--- src/rtl/fft4_stream.sv ---
// fft4_stream: streaming 4-point radix-4 FFT/IFFT engine.
// Collects a 4-sample complex frame, computes all four bins in a single
// cycle, then drains them in natural order (bin 0..3), one per handshake.
//
// Ports:
//   clk, rst            clock and asynchronous active-high reset
//   in_valid/in_ready   input sample handshake
//   in_data             {re, im}, each DW bits two's complement
//   inverse, scale      frame mode, captured with sample 0 only
//   out_valid/out_ready output bin handshake
//   out_data            bin {re, im}
//   out_idx             bin index of out_data
//   out_last            marks bin 3
module fft4_stream #(
  parameter int DW      = 32,
  parameter int SCALE_S = 2
) (
  input  logic          clk,
  input  logic          rst,
  input  logic          in_valid,
  output logic          in_ready,
  input  logic [2*DW-1:0] in_data,
  input  logic          inverse,
  input  logic          scale,
  output logic          out_valid,
  input  logic          out_ready,
  output logic [2*DW-1:0] out_data,
  output logic [1:0]    out_idx,
  output logic          out_last
);

  localparam int SW = DW + 2;

  typedef enum logic [1:0] {S_LOAD, S_CALC, S_DRAIN} state_t;

  state_t state_q, state_d;
  logic [1:0]      cnt_q;
  logic [1:0]      oidx_q;
  logic            inv_q;
  logic            scl_q;
  logic [2*DW-1:0] smp_q [4];
  logic [2*DW-1:0] res_q [4];
  logic [2*DW-1:0] res_d [4];
  logic            in_fire;
  logic            out_fire;

  logic signed [SW-1:0] xr [4];
  logic signed [SW-1:0] xi [4];
  logic signed [SW-1:0] a_re, a_im, b_re, b_im, c_re, c_im, d_re, d_im;
  logic signed [SW-1:0] x1_re, x1_im, x3_re, x3_im;

  // Sign-extend one component into the DW+2 bit butterfly width.
  function automatic logic signed [SW-1:0] sext(input logic [DW-1:0] v);
    return {{2{v[DW-1]}}, v};
  endfunction

  // Optional arithmetic shift (truncates toward -inf), then wrap to DW bits.
  function automatic logic [DW-1:0] fin(input logic signed [SW-1:0] s,
                                        input logic sc);
    return sc ? DW'(s >>> SCALE_S) : DW'(s);
  endfunction

  assign in_fire  = in_ready && in_valid;
  assign out_fire = out_valid && out_ready;

  // Radix-4 butterfly on the buffered frame.
  always_comb begin
    for (int i = 0; i < 4; i++) begin
      xr[i] = sext(smp_q[i][2*DW-1:DW]);
      xi[i] = sext(smp_q[i][DW-1:0]);
    end
    a_re = xr[0] + xr[2];  a_im = xi[0] + xi[2];
    b_re = xr[0] - xr[2];  b_im = xi[0] - xi[2];
    c_re = xr[1] + xr[3];  c_im = xi[1] + xi[3];
    d_re = xr[1] - xr[3];  d_im = xi[1] - xi[3];
    // fwd X1 = B - jD, X3 = B + jD; inverse swaps the rotation direction.
    x1_re = inv_q ? (b_re - d_im) : (b_re + d_im);
    x1_im = inv_q ? (b_im + d_re) : (b_im - d_re);
    x3_re = inv_q ? (b_re + d_im) : (b_re - d_im);
    x3_im = inv_q ? (b_im - d_re) : (b_im + d_re);
    res_d[0] = {fin(a_re + c_re, scl_q), fin(a_im + c_im, scl_q)};
    res_d[1] = {fin(x1_re, scl_q), fin(x1_im, scl_q)};
    res_d[2] = {fin(a_re - c_re, scl_q), fin(a_im - c_im, scl_q)};
    res_d[3] = {fin(x3_re, scl_q), fin(x3_im, scl_q)};
  end

  always_comb begin
    state_d = state_q;
    case (state_q)
      S_LOAD:  if (in_fire && cnt_q == 2'd3) state_d = S_CALC;
      S_CALC:  state_d = S_DRAIN;
      S_DRAIN: if (out_fire && oidx_q == 2'd3) state_d = S_LOAD;
      default: state_d = S_LOAD;
    endcase
  end

  always_comb begin
    in_ready  = (state_q == S_LOAD);
    out_valid = (state_q == S_DRAIN);
    out_idx   = oidx_q;
    out_last  = out_valid && (oidx_q == 2'd3);
    out_data  = out_valid ? res_q[oidx_q] : '0;
  end

  always_ff @(posedge clk or posedge rst) begin
    if (rst) begin
      state_q <= S_LOAD;
      cnt_q   <= '0;
      oidx_q  <= '0;
      inv_q   <= 1'b0;
      scl_q   <= 1'b0;
      for (int i = 0; i < 4; i++) begin
        smp_q[i] <= '0;
        res_q[i] <= '0;
      end
    end else begin
      state_q <= state_d;
      if (in_fire) begin
        smp_q[cnt_q] <= in_data;
        cnt_q        <= cnt_q + 2'd1;  // wraps 3 -> 0 at frame end
        if (cnt_q == 2'd0) begin
          inv_q <= inverse;
          scl_q <= scale;
        end
      end
      if (state_q == S_CALC) begin
        for (int i = 0; i < 4; i++) res_q[i] <= res_d[i];
      end
      if (out_fire) oidx_q <= oidx_q + 2'd1;
    end
  end

endmodule
--- config.mk ---
export PLATFORM = sky130hd
export DESIGN_NAME = fft4_stream
export DESIGN_NICKNAME = d
export VERILOG_FILES = /design/src/rtl/fft4_stream.sv
export SDC_FILE = /design/constraint.sdc
export NUM_CORES = 2
export LEC_CHECK = 0
export CORE_ASPECT_RATIO = 1.2
export CORE_MARGIN = 2
export CORE_UTILIZATION = 40
export DETAILED_ROUTE_END_ITERATION = 10
export PLACE_DENSITY_LB_ADDON = 0.12
export SLEW_MARGIN = 0
export SYNTH_ARGS = -nofsm -noshare
export SYNTH_HDL_FRONTEND = slang
export SYNTH_SLANG_ARGS = --single-unit
--- constraint.sdc ---
create_clock -name clk -period 22.8 [get_ports clk]
set_input_delay 2.28 -clock clk [delete_from_list [all_inputs] [get_ports clk]]
set_output_delay 2.28 -clock clk [all_outputs]
set_load 0.05 [all_outputs]
==> run summary <==
status: completed
TritonCTS Sinks: 520
post-synth top area cell: dfrtp_1
fmax: 0.143 GHz
Mapped Cells: 6102
hold_buf cts: 0
CTS-repair resized insts: 0
Layout Skew: 0.0281 ns
initial antenna violation count: 3
Hold Crit Class: reg -> reg
Hold Path Depth: 2
clk_lat worst skew: 0.67 ns
RSZ-0062 raised after global routing: no
Routed WL: 183000 um
gr usage total: 27.9%
# DRC: 0
crit-path max cell delay: 0.81 ns
crit path launch: smp_q[13]
FFs w/ async S/R, synth: 100%
shortest period the worst path allows: 6.98 ns
clk buf depth: 3
Final Hold Fails: 0
syn_nets: 6713
worst path bufs/invs: 3
first-pass GRT wire length: 271000 um
Tcrit/Tclk final: 30.6%
num rows: 142
Root Driver: clkbuf_16
Synth area leaders: dfrtp_1, ha_1, xnor2_1
DR iter-0 viols: 3989
GRT Residual Overflow: 0
CTS tree: done
data required time of the critical path: 23.39 ns
buffer count from post-CTS setup fixing: 0
Post-synth top flop: dfrtp_1
crit start category: flip-flop
P&R area growth vs syn: 9.02%
Ports: 139
post-synthesis cell area: 50100 um^2
Initial Util: 40.3%
via/cell ratio: 5.77
die area: 128000 um^2
Worst path top cell family by delay: simple AND/OR/NAND/NOR gates
crit end category: flip-flop
Die X: 327 um
fin nets: 6594
port bufs: 138
Max-slew headroom: 30.0%
Mapped Avg Cell Area: 8.22 um^2
slowest CP cell: nor4b_1
Crit Reg-Reg Startpoint: smp_q[13]
post-route ant nets: 0
EDFF count, synth: 0
final max-slew violation count: 0
Synth top area share: 26.0%
layout cells sized above 1: 7.03%
R2R cell count: 24
clock slew at reported path FFs: 0.06 ns
CP Depth: 24
Synth warnings: 0
# fillers: 12589
Avg WL per Cell: 23.7 um
Seq/Total Area, Yosys: 26.0%
pin count of the biggest net entering global routing: 124
Seq cells post-synth: 520
Slew @ Worst Pin: 1.05 ns
CP Class: reg -> reg
Netlist cell types: 100
H-tree depth: 3
CTS buffer count: 68
final setup fails: 0
RD Place Congestion: 0.950
MaxCap Viol Count: 0
Setup TNS: 0 ns
hpwl dp: 147000 um
DRT Pass-1 Iters: 5
Die Span Y: 392 um
Core ar.: 125000 um^2
crit-path cells: inv_1 > ha_1 > inv_1 > nor4_1 > nand3_1 > inv_1 > a41oi_1 > a311oi_1 > nor3_1 > nor4b_1 > o21ai_0 > nand2b_1 > xnor2_1 > ha_1 > a21oi_1 > and2_1 > or3b_2 > o2111ai_1 > nand3b_1 > a21oi_1 > nor2_1 > a21oi_1 > mux2i_1 > o22a_1
detailed-route via count: 44354
vias in the first global route: 42522
hold path start: res_q[139]
Critical Path Fanout Max: 10
WP data arrival: 7.57 ns
[metal layers]
layer  track usage (%)  routed length, um  vias to the layer above
li1                  -                  -                    21037
met1              42.0              90000                    21821
met2              42.6              78900                     1318
met3              2.68               9900                      178
met4              6.65               3790                        0
met5                 0                  0                        -
[synth_stat cells (28+ instances only)]
library cell and count:
a21oi_1 528, nand2_1 527, nor2_1 527, ha_1 525, dfrtp_1 520, inv_1 460, o21ai_0 431, xnor2_1 378
clkbuf_1 298, mux2_2 134, mux2i_1 133, o21bai_1 115, a21o_1 114, nor3_1 109, xor2_1 100, and2_1 87
nand3_1 78, mux4_2 64, a31oi_1 61, nand2b_1 58, nor2b_1 56, o31ai_1 48, o21ai_1 45, or3_1 43
o21a_1 42, a211oi_1 41, buf_1 41, o211ai_1 36, and3_1 34, nor4_1 29, a22oi_1 28, or2_2 28
[registers in the layout, summed over array words and instances (netlist names)]
signal and flops:
res_q 256, smp_q 256, cnt_q 2, out_idx 2, state_q 2, inv_q 1
scl_q 1
[path summary, 6_finish.rpt]
check	slack [ns]	endpoint
worst max-delay path	15.82	res_q[188]
worst min-delay path	0.46	res_q[139]
worst max register to register	15.82	res_q[188]
worst min register to register	0.46	res_q[139]
max in group asynchronous	17.89	smp_q[112]
min in group asynchronous	2.19	res_q[135]
[layout make-up]
class                      instances  area, um^2  area share (%)
sequential                       520       13000            23.8
antenna                            3        7.51          0.0137
tap                             1656        2070            3.79
inverter                         474        1790            3.27
clock buffer                     100        1990            3.65
timing repair buffer             169        1620            2.97
clock inverter                    18         123           0.224
multi-input combinational       4750       34000            62.3
[tightest hold or removal path, cell delays in order, from the launching register on]
cell	delay, ns
dfrtp_1	0.34
nand2_1	0.05
nand2_1	0.04
[cell usage in the layout, fill, tap and decap left out, types with 114 or more instances in the layout]
| cell | Yosys | final |
|---|---|---|
| nand2_1 | 527 | 526 |
| nor2_1 | 527 | 525 |
| a21oi_1 | 528 | 528 |
| ha_1 | 525 | 525 |
| mux2i_1 | 133 | 133 |
| a21o_1 | 114 | 114 |
| clkdlybuf4s50_1 | 0 | 138 |
| mux2_2 | 134 | 134 |
| o21ai_0 | 431 | 431 |
| dfrtp_1 | 520 | 516 |
| inv_1 | 460 | 458 |
| xnor2_1 | 378 | 378 |
| o21bai_1 | 115 | 115 |
[cells by family after synthesis]
group	synth area share [%]
xor gates and xnor gates	8.35
DFF	26.0
adders and majority gates	13.7
AOI/OAI and AO/OA	22.2
muxes	8.54
and+or+nand+nor	14.9
buffers and inverters	6.31
[per-stage QoR]
stage	util, %	instances	hold WS (ns)	cell area, um^2	worst slack (ns)
after floorplan	-	6102	0.433	50100	5.99
after global placement	42.2	7568	0.446	52500	15.99
after detailed placement	42.2	7569	0.456	52500	16.05
after CTS	43.9	7687	0.470	54700	16.02
after global routing	43.9	7688	0.485	54700	15.37
final	43.9	7690	0.464	54700	15.82
Power is left out: the tool's default activity adds up to more than one toggle a clock period on the data nets, which glitch-free logic cannot reach.
